File: src/rtl/forward_skid_reg.sv
// Two-entry forward skid buffer for one layer/row bundle: index fields, a cost-layer flag and two lane vectors.
// Latency: 1 cycle from accept to out_valid. Sustains one bundle per cycle while out_ready stays high.
// Backpressure: the skid entry absorbs one bundle, and in_ready is registered so it never depends on out_ready.
//
// Ports: clk, rst_n (async active-low), flush (sync clear of buffered entries);
//        in_valid/in_ready + w_layer_index, w_row_index, is_cost_layer, z, predict_value (upstream);
//        out_valid/out_ready + *_out fields (downstream).
//        stall_count is present only when FWD_SKID_STALL_CNT_EN is defined.
module forward_skid_reg #(
  parameter int size      = 3,
  parameter int data_size = 16
) (
  input  logic                      clk,
  input  logic                      rst_n,
  input  logic                      flush,
  input  logic                      in_valid,
  output logic                      in_ready,
  input  logic [31:0]               w_layer_index,
  input  logic [31:0]               w_row_index,
  input  logic                      is_cost_layer,
  input  logic [size*data_size-1:0] z,
  input  logic [size*data_size-1:0] predict_value,
  output logic                      out_valid,
  input  logic                      out_ready,
  output logic [31:0]               w_layer_index_out,
  output logic [31:0]               w_row_index_out,
  output logic                      is_cost_layer_out,
  output logic [size*data_size-1:0] z_out,
  output logic [size*data_size-1:0] predict_value_out
`ifdef FWD_SKID_STALL_CNT_EN
  ,
  output logic [15:0]               stall_count
`endif
);

  localparam int VW = size * data_size;

  typedef struct packed {
    logic [31:0]   layer;
    logic [31:0]   row;
    logic          cost;
    logic [VW-1:0] z;
    logic [VW-1:0] pv;
  } bundle_t;

  typedef enum logic [1:0] {
    EMPTY = 2'd0,
    ONE   = 2'd1,
    FULL  = 2'd2
  } state_t;

  state_t  state;
  bundle_t in_bundle;
  bundle_t main_q;
  bundle_t skid_q;
  logic    accept;
  logic    deliver;

  assign in_bundle = '{layer: w_layer_index, row: w_row_index, cost: is_cost_layer,
                       z: z, pv: predict_value};

  // Both handshakes use the registered flags, so nothing combinational reaches in_ready.
  assign accept  = in_valid && in_ready;
  assign deliver = out_valid && out_ready;

  // in_ready and out_valid are registered copies of (next_state != FULL) and
  // (next_state != EMPTY). They are updated in the same branch that picks the next state.
  always_ff @(posedge clk or negedge rst_n) begin
    if (!rst_n) begin
      state     <= EMPTY;
      in_ready  <= 1'b0;
      out_valid <= 1'b0;
      main_q    <= '0;
      skid_q    <= '0;
    end else if (flush) begin
      // Flush empties the buffer. The data registers keep their contents.
      state     <= EMPTY;
      in_ready  <= 1'b1;
      out_valid <= 1'b0;
    end else begin
      case (state)
        EMPTY: begin
          // Covers the first edge after reset, where in_ready rises.
          in_ready <= 1'b1;
          if (accept) begin
            main_q    <= in_bundle;
            state     <= ONE;
            out_valid <= 1'b1;
          end
        end
        ONE: begin
          if (accept && deliver) begin
            main_q <= in_bundle;
          end else if (accept) begin
            skid_q   <= in_bundle;
            state    <= FULL;
            in_ready <= 1'b0;
          end else if (deliver) begin
            state     <= EMPTY;
            out_valid <= 1'b0;
          end
        end
        FULL: begin
          // in_ready is low in this state, so only a delivery can occur.
          if (deliver) begin
            main_q   <= skid_q;
            state    <= ONE;
            in_ready <= 1'b1;
          end
        end
        default: begin
          state     <= EMPTY;
          in_ready  <= 1'b1;
          out_valid <= 1'b0;
        end
      endcase
    end
  end

  assign w_layer_index_out = main_q.layer;
  assign w_row_index_out   = main_q.row;
  assign is_cost_layer_out = main_q.cost;
  assign z_out             = main_q.z;
  assign predict_value_out = main_q.pv;

`ifdef FWD_SKID_STALL_CNT_EN
  // Counts cycles in which a bundle waits on the downstream. Saturates at all-ones.
  always_ff @(posedge clk or negedge rst_n) begin
    if (!rst_n) begin
      stall_count <= '0;
    end else if (flush) begin
      stall_count <= '0;
    end else if (out_valid && !out_ready && (stall_count != 16'hFFFF)) begin
      stall_count <= stall_count + 16'd1;
    end
  end
`endif

endmodule

File: config.mk
export PLATFORM = sky130hd
export DESIGN_NAME = forward_skid_reg
export DESIGN_NICKNAME = d
export VERILOG_FILES = /design/src/rtl/forward_skid_reg.sv
export SDC_FILE = /design/constraint.sdc
export NUM_CORES = 1
export LEC_CHECK = 0
export CAP_MARGIN = 20
export CORE_MARGIN = 2
export CORE_UTILIZATION = 41
export DETAILED_ROUTE_END_ITERATION = 16
export GPL_TIMING_DRIVEN = 0
export PLACE_DENSITY = 0.68
export SLEW_MARGIN = 20
export SYNTH_ARGS = -nofsm -noshare
export SYNTH_HDL_FRONTEND = slang
export SYNTH_SLANG_ARGS = --single-unit
File: constraint.sdc
create_clock -name clk -period 3.62 [get_ports clk]
set_input_delay 0.724 -clock clk [delete_from_list [all_inputs] [get_ports clk]]
set_output_delay 0.724 -clock clk [all_outputs]
set_load 0.05 [all_outputs]
* After elaboration in Yosys (flattened, before gate mapping) *
Cells that the tools add are included.

word-level totals
  register bits after elaboration = 326
  bits in latches = 0
  memory bits (writable) = 0
  bits in read-only memories = 0
  output and inout bits = 163
  word-level logic and storage cells = 60
  memories kept = 0

cells by class
  add/subtract/negate cells = 0
  multiply operators = 0
  div/mod/pow operators = 0
  $lt $le $gt $ge = 0
  equal/unequal tests = 13
  shift operators = 0
  multiplexer cells = 22
  bitwise gates (word level) = 2
  reduce and logical (&&, ||, !) cells = 10

operator list
  cell                  number
  $mux W161             3
  $pmux W161 S3         1
  $ne A3 B3 Y1 const B  6
  $mux W2               6
  $reduce_and A5 Y1     2
  $mux W1               9
  $ne A2 B2 Y1 const B  4
  $reduce_and A4 Y1     2
  $pmux W2 S3           1
  $ne A4 B4 Y1 const B  1
  $logic_and A1 B1 Y1   3
  $pmux W1 S3           1
  $reduce_and A3 Y1     1
  $reduce_bool A3 Y1    1
  $eq A2 B1 Y1 const B  1
  $eq A2 B2 Y1 const B  1
  $logic_not A2 Y1      1
  $not A1 Y1            2
  $pmux W1 S2           1

* Logic depth before layout (Yosys ltp) *
Gate-level depths: netlist (run 1).

  depth in word-level cells = 6
  depth in mapped cells = 6
  depth with buffers taken out = 3

* Least setup slack after synthesis (run 1) *
OpenSTA, ideal clock, no wires.

  kind = register to register
  start = register out_valid
  end = register main_q (netlist bit predict_value_out[28])
  setup time = 125 ps
  arrival = 1990 ps
  path slack = 1506 ps
  stages on the path, launching flop included = 6
  path buffers = 2
  cell sequence = dfrtp_1 > nand2_1 > o32ai_2 > buf_4 > buf_4 > mux2_2

on the way
  longest elaborated chain between the ends = 4
  elaborated cells between the ends (all ways) = 5
  those cells by class = eq/ne: 2; reduce/logical: 3

RTL lines
  item                           RTL line  RTL
  start: declaration             23        output logic out_valid,
  start signal: assignment       72        out_valid <= 1'b0;
  start signal: assignment       79        out_valid <= 1'b0;
  start signal: assignment       88        out_valid <= 1'b1;
  $logic_and A1 B1 Y1 *          64        assign deliver = out_valid && out_ready;
  $logic_and A1 B1 Y1            92        if (accept && deliver) begin
  $ne A2 B2 Y1 (no line)         --
  $reduce_and A5 Y1 (no line) *  --
  end signal: assignment         86        main_q <= in_bundle;
  end signal: assignment         93        main_q <= in_bundle;
  end signal: assignment         106       main_q <= skid_q;
  end: declaration               54        bundle_t main_q;

Mark *: on every way between the ends. The rest lies on a longest branch, timed or not.
A chain may end at the register's enable or synchronous reset.

* Worst setup path after layout (run 1) *
  start = input port out_ready
  end = register main_q (netlist bit predict_value_out[42])

on the way
  longest elaborated chain between the ends = 4
  elaborated cells between the ends (all ways) = 5
  those cells by class = eq/ne: 2; reduce/logical: 3

RTL lines
  item                           RTL line  RTL
  start: declaration             24        input logic out_ready,
  $logic_and A1 B1 Y1 *          64
  $logic_and A1 B1 Y1            92
  $ne A2 B2 Y1 (no line)         --
  $reduce_and A5 Y1 (no line) *  --

Marked as above.

==> results.sh, run 1 <==
export IMPL_clk_latency_ps=520
export IMPL_switchingPower_mw=5.290
export IMPL_syn_area_mm2=0.01407
export IMPL_slowest_stage="o32ai_2"
export IMPL_intPower_mw=9.625
export IMPL_ys_seq_elements=326
export IMPL_cts_clk_slew_worst_paths_ps=50
export IMPL_fmax_mhz=363.1
export IMPL_critPathMaxFanout=10
export IMPL_drtPass1Iterations=4
export IMPL_clock_sinks=326
export IMPL_async_flop_share=1.000
export IMPL_grt_max_degree=94
export IMPL_post_cts_buffers=0
export IMPL_start_util=0.4176
export IMPL_grt_pass1_vias=9273
export IMPL_max_stage_delay_ps=730
export IMPL_cp_common_cell="buf_4"
export IMPL_cap_violations=0
export IMPL_rows=67
export IMPL_holdWs_ps=174.2
export IMPL_crit_chain="clkdlybuf4s50_1, nand2_1, o32ai_2, buf_4, buf_4, mux2_2"
export IMPL_power_leakage_nw=7.996
export IMPL_ys_types=26
export IMPL_die_x_um=189.3
export IMPL_hp_class="in -> async"
export IMPL_clock_power_share=0.249
export IMPL_cts_tree="built"
export IMPL_postCtsHoldBufs=0
export IMPL_track_usage=0.1845
export IMPL_tightest_slew_ps=803.9
export IMPL_ir_drop_uv=484.0
export IMPL_fin_skew_ps=12.65
export IMPL_required_ps=4010
export IMPL_outcome="finished clean"
export IMPL_setup_viol=0
export IMPL_grt_first_pass_wirelength_mm=52.22
export IMPL_dr_first_iter_drc_count=242
export IMPL_core_area_mm2=0.03370
export IMPL_p_per_area_mw_per_mm2=775.5
export IMPL_port_buffers=328
export IMPL_fin_ws_ps=866.2
export IMPL_nNetsFinal=1423
export IMPL_layout_commonest_cell="mux2_2"
export IMPL_final_cells=1736
export IMPL_relSlewSlack=0.4641
export IMPL_gp_congestion=0.7669
export IMPL_antenna_found_initial=3
export IMPL_startpoint_type="primary input"
export IMPL_rsz0062_at_grt="false"
export IMPL_power_mw=14.92
export IMPL_routed_wirelength_mm=32.82
export IMPL_clockRootBuffer="clkbuf_16"
export IMPL_postCtsResizedCells=0
export IMPL_drc=0
export IMPL_antenna_left=0
export IMPL_finalHoldViolCount=0
export IMPL_syn_inst=887
export IMPL_avgRoutedWirePerCell_um=18.90
export IMPL_ys_seq_area_frac=0.5797
export IMPL_htreeDepth=2
export IMPL_switching_share=0.3547
export IMPL_ys_warn_count=0
export IMPL_worstPathArrival_ps=3150
export IMPL_pwr_share_seq=0.380
export IMPL_period_share=0.7607
export IMPL_syn_avg_cell_area_um2=15.87
export IMPL_drive_gt1_frac=0.4545
export IMPL_die_h_um=189.3
export IMPL_synth_top_flop_cell="dfrtp_1"
export IMPL_hpwl_mm=22.79
export IMPL_cts_buffers=37
export IMPL_syn_nets=1053
export IMPL_dieArea_mm2=0.03582
export IMPL_reg2reg_slack_ps=1190
export IMPL_pin_count=329
export IMPL_vias_per_cell=4.914
export IMPL_synthToLayoutAreaGrowth_pct=36.67
export IMPL_drv_slew=0
export IMPL_synth_edf_count=0
export IMPL_num_vias=8530
export IMPL_globalRouteOverflowTotal=0
export IMPL_dp_cells=1666
export IMPL_critPathKind="in -> reg"
export IMPL_place_ws_ps=288.4
export IMPL_worstSetupEndpointType="register"
export IMPL_mostFrequentLayoutCells="mux2_2 (476), clkdlybuf4s50_1 (327), dfrtp_1 (326), clkbuf_16 (39), buf_2 (25)"
export IMPL_cts_max_path_buffers=3
export IMPL_period_minus_slack_ps=2754
export IMPL_power_frac_comb=0.372
## per-layer routing
| layer | wire, µm | GRT usage |
|---|---|---|
| met2 | 15650 | 0.3036 |
| met4 | 833 | 0.05814 |
| met3 | 2186 | 0.05227 |
| met1 | 14150 | 0.2363 |
| met5 | 0 | 0 |
## Yosys cell counts, types with 2 or more instances
cell type,number,share of area
mux2_2,476,0.38
dfrtp_1,326,0.58
buf_2,25,0.0089
buf_4,19,0.010
clkbuf_1,7,0.0019
mux2_1,7,0.0056
a21oi_1,2,0.00071
buf_1,2,0.00053
inv_1,2,0.00053
nand2_1,2,0.00053
nand3_1,2,0.00071
nor2b_1,2,0.00089
o21ai_0,2,0.00071
## critical path, delay by kind of cell
family	cells	cell delay, ps
compound gates	1	730
simple gates	1	130
buf+inv	3	1210
mux	1	350
## through the flow
step | cell area (µm²) | utilization | setup TNS (ps)
after floorplan | 14070 | - | 0
after global placement | 17920 | 0.5317 | -4231750
after detailed placement | 18000 | 0.5343 | 0
after CTS | 19230 | 0.5705 | 0
after global routing | 19230 | 0.5707 | 0
final | 19230 | 0.5708 | 0
## logic make-up (layout without fill, tap and decap cells)
logic type	Yosys count	in the layout	synth area share
muxes	483	483	0.3865
DFF	326	326	0.5797
buffers and inverters	55	453	0.02196
and+or+nand+nor	12	12	0.005780
AOI/OAI and AO/OA	11	11	0.006136
other	0	3	0
## path summary, 6_finish.rpt
check	from	to	depth (start not counted)
max	out_ready	predict_value_out[42]	6
min	rst_n	skid_q[145]	1
max reg2reg	out_valid	predict_value_out[42]	5
min reg2reg	predict_value_out[27]	predict_value_out[27]	1
max in group asynchronous	rst_n	skid_q[62]	3
min in group clk	predict_value_out[27]	predict_value_out[27]	1
## flip-flops by register name (all words and copies together), names as in the netlist
register,cells
skid_q,161
predict_value_out,48
z_out,48
w_layer_index_out,32
w_row_index_out,32
state,2
in_ready,1
is_cost_layer_out,1
out_valid,1
## area by class of cell
| cell class | instances | area (µm²) |
|---|---|---|
| Inverter | 2 | 7.507 |
| Clock buffer | 60 | 1175 |
| Fill cell | 2717 | 14470 |
| Antenna cell | 3 | 7.507 |
| Timing Repair Buffer | 331 | 3371 |
| Multi-Input combinational cell | 506 | 5607 |
| Buffer | 53 | 301.5 |
| Tap cell | 448 | 560.5 |
| Sequential cell | 326 | 8158 |
| Clock inverter | 7 | 47.55 |
## power by group through the flow
stage / Combinational [mW] / Sequential (mW) / Clock, mW
2_1_floorplan: 1.59 / 7.71 / 0
3_3_place_gp: 5.52 / 5.68 / 0
3_5_place_dp: 5.59 / 5.71 / 0
4_1_cts: 5.61 / 5.67 / 3.82
5_1_grt: 5.82 / 5.85 / 3.96
6_report: 5.54 / 5.66 / 3.71
Power figures use the tool's default switching activity.
==> run 2, diff against run 1 <==
--- a/config.mk
+++ b/config.mk
@@ -10,7 +10,7 @@
 export CORE_UTILIZATION = 41
 export DETAILED_ROUTE_END_ITERATION = 16
 export GPL_TIMING_DRIVEN = 0
-export PLACE_DENSITY = 0.68
+export PLACE_DENSITY = 0.7
 export SLEW_MARGIN = 20
 export SYNTH_ARGS = -nofsm -noshare
 export SYNTH_HDL_FRONTEND = slang
==> constraint.sdc (replaced) <==
create_clock -name clk -period 2.42 [get_ports clk]
set_input_delay 0.484 -clock clk [delete_from_list [all_inputs] [get_ports clk]]
set_output_delay 0.484 -clock clk [all_outputs]
set_load 0.05 [all_outputs]
==> results.sh, run 2 (synthesis results as in run 1) <==
export IMPL_worst_path_buf_inv=1
export IMPL_dp_cells=1666
export IMPL_core_area_mm2=0.03370
export IMPL_die_x_um=189.3
export IMPL_grt_max_degree=95
export IMPL_clock_sinks=326
export IMPL_setup_viol=0
export IMPL_outcome="finished, violations left"
export IMPL_htreeDepth=2
export IMPL_cts_buffers=38
export IMPL_critPathMaxFanout=6
export IMPL_num_vias=8626
export IMPL_cts_clk_slew_worst_paths_ps=60
export IMPL_cap_violations=0
export IMPL_startpoint_type="register"
export IMPL_period_share=0.9572
export IMPL_antenna_found_initial=2
export IMPL_layout_commonest_cell="mux2_2"
export IMPL_tightest_slew_ps=706.2
export IMPL_setup_tns_ps=0
export IMPL_synthToLayoutAreaGrowth_pct=37.62
export IMPL_period_minus_slack_ps=2316
export IMPL_clk_latency_ps=510
export IMPL_fin_area_mm2=0.01937
export IMPL_fin_ws_ps=103.6
export IMPL_antenna_left=0
export IMPL_reg2reg_slack_ps=150
export IMPL_grt_first_pass_wirelength_mm=51.21
export IMPL_crit_chain="clkdlybuf4s50_1"
export IMPL_nNetsFinal=1424
export IMPL_final_cells=1735
export IMPL_slowest_stage="clkdlybuf4s50_1"
export IMPL_gp_congestion=0.7472
export IMPL_worstSetupEndpointType="output pin"
export IMPL_place_ws_ps=-622.3
export IMPL_dr_first_iter_drc_count=212
export IMPL_dieArea_mm2=0.03582
export IMPL_required_ps=1940
export IMPL_globalRouteOverflowTotal=0
export IMPL_rows=67
export IMPL_fill_cells=2739
export IMPL_vias_per_cell=4.972
export IMPL_largest_reg_flops=161
export IMPL_start_util=0.4176
export IMPL_worstPathArrival_ps=1830
export IMPL_drive_gt1_frac=0.4588
export IMPL_power_mw=22.79
export IMPL_violations="hold timing"
export IMPL_die_h_um=189.3
export IMPL_hp_class="in -> async"
export IMPL_holdWs_ps=-8.229
export IMPL_fin_skew_ps=13.31
export IMPL_port_buffers=328
export IMPL_hpwl_mm=22.47
export IMPL_clockRootBuffer="clkbuf_16"
export IMPL_pin_count=329
export IMPL_cp_top_family="buffers and inverters"
export IMPL_fmax_mhz=431.7
export IMPL_cts_tree="built"
export IMPL_routed_wirelength_mm=32.41
export IMPL_cts_max_path_buffers=3
export IMPL_drc=0
export IMPL_fin_util=0.5747
export IMPL_track_usage=0.1807
export IMPL_mostFrequentLayoutCells="mux2_2 (476), dfrtp_1 (326), clkdlybuf4s50_1 (326), clkbuf_16 (39), buf_2 (22)"
export IMPL_finalHoldViolCount=4
export IMPL_max_stage_delay_ps=900
export IMPL_rsz0062_at_grt="true"
export IMPL_critPathKind="reg -> out"
export IMPL_drv_slew=0
export IMPL_postCtsHoldBufs=0
export IMPL_placed_cell_area_mm2=0.01800
export IMPL_power_leakage_nw=8.077
export IMPL_p_per_area_mw_per_mm2=1177
export IMPL_drtPass1Iterations=4
export IMPL_ir_drop_uv=977.1
export IMPL_relSlewSlack=0.5292
export IMPL_avgRoutedWirePerCell_um=18.68
export IMPL_grt_pass1_vias=9210
export IMPL_regMostFlops="skid_q"
-- run 2: worst reg2reg max path, stage by stage, from the launching register on --
cell	delay [ps]
dfrtp_1	460
nor2b_1	150
buf_2	280
clkbuf_4	310
buf_2	310
mux2_2	380
mux2_2	270
-- run 2: what timing repair did --
item | in CTS | in global routing
gates resized for setup | 2 | 3
setup buffers | 0 | 0
setup endpoints to repair | 180 | 79
hold endpoints to repair | 0 | 0
-- run 2: cell type report --
cell class | count | area, µm² | area share
antenna | 1 | 2.502 | 0.0001292
tap | 448 | 560.5 | 0.02894
clock buffer | 53 | 1129 | 0.05827
clock inverter | 15 | 210.2 | 0.01085
buffer | 53 | 309.0 | 0.01596
sequential | 326 | 8158 | 0.4212
inverter | 2 | 7.507 | 0.0003876
multi-input combinational | 506 | 5618 | 0.2901
timing repair buffer | 331 | 3373 | 0.1742
-- run 2: path summary, 6_finish.rpt --
path                                       startpoint                    end  depth (start not counted)
min in group clk                predict_value_out[31]  predict_value_out[31]                          1
worst min-delay path                            rst_n            skid_q[148]                          1
worst min register to register  predict_value_out[31]  predict_value_out[31]                          1
worst max register to register               state[1]  predict_value_out[40]                          6
worst max-delay path                         in_ready               in_ready                          1
max in group asynchronous                       rst_n  predict_value_out[43]                          3
-- run 2: report_power, final --
part           leakage, nW  switching, mW  internal, mW
sequential            3.89          0.979          7.50
combinational         3.52           4.70          3.57
clock                0.664           2.24          3.79
-- run 2: layer usage --
layer,GRT usage,share of wire,vias to the layer above
li1,-,-,3956
met1,0.2306,0.43,4395
met2,0.2963,0.47,216
met3,0.05690,0.072,57
met4,0.05218,0.023,2
met5,0,0.00040,-
==> run 3, diff against run 2 <==
--- a/config.mk
+++ b/config.mk
@@ -8,9 +8,10 @@
 export CAP_MARGIN = 20
 export CORE_MARGIN = 2
 export CORE_UTILIZATION = 41
+export CTS_CLUSTER_DIAMETER = 120
 export DETAILED_ROUTE_END_ITERATION = 16
 export GPL_TIMING_DRIVEN = 0
-export PLACE_DENSITY = 0.7
+export PLACE_DENSITY = 0.68
 export SLEW_MARGIN = 20
 export SYNTH_ARGS = -nofsm -noshare
 export SYNTH_HDL_FRONTEND = slang
==> constraint.sdc (replaced) <==
create_clock -name clk -period 2.91 [get_ports clk]
set_input_delay 0.582 -clock clk [delete_from_list [all_inputs] [get_ports clk]]
set_output_delay 0.582 -clock clk [all_outputs]
set_load 0.05 [all_outputs]
==> results of run 3 <==
Same layout as run 1 (identical final DEF). Status: finished clean.
Main changes from that run: setup slack after placement 288.4 ps -> -279.6 ps; setup slack after layout 866.2 ps -> 298.2 ps; hold slack 174.2 ps -> 32.22 ps; register-to-register setup slack 1190 ps -> 480 ps; total power 14.92 mW -> 18.55 mW; worst IR drop on VDD 484.0 µV -> 602.1 µV
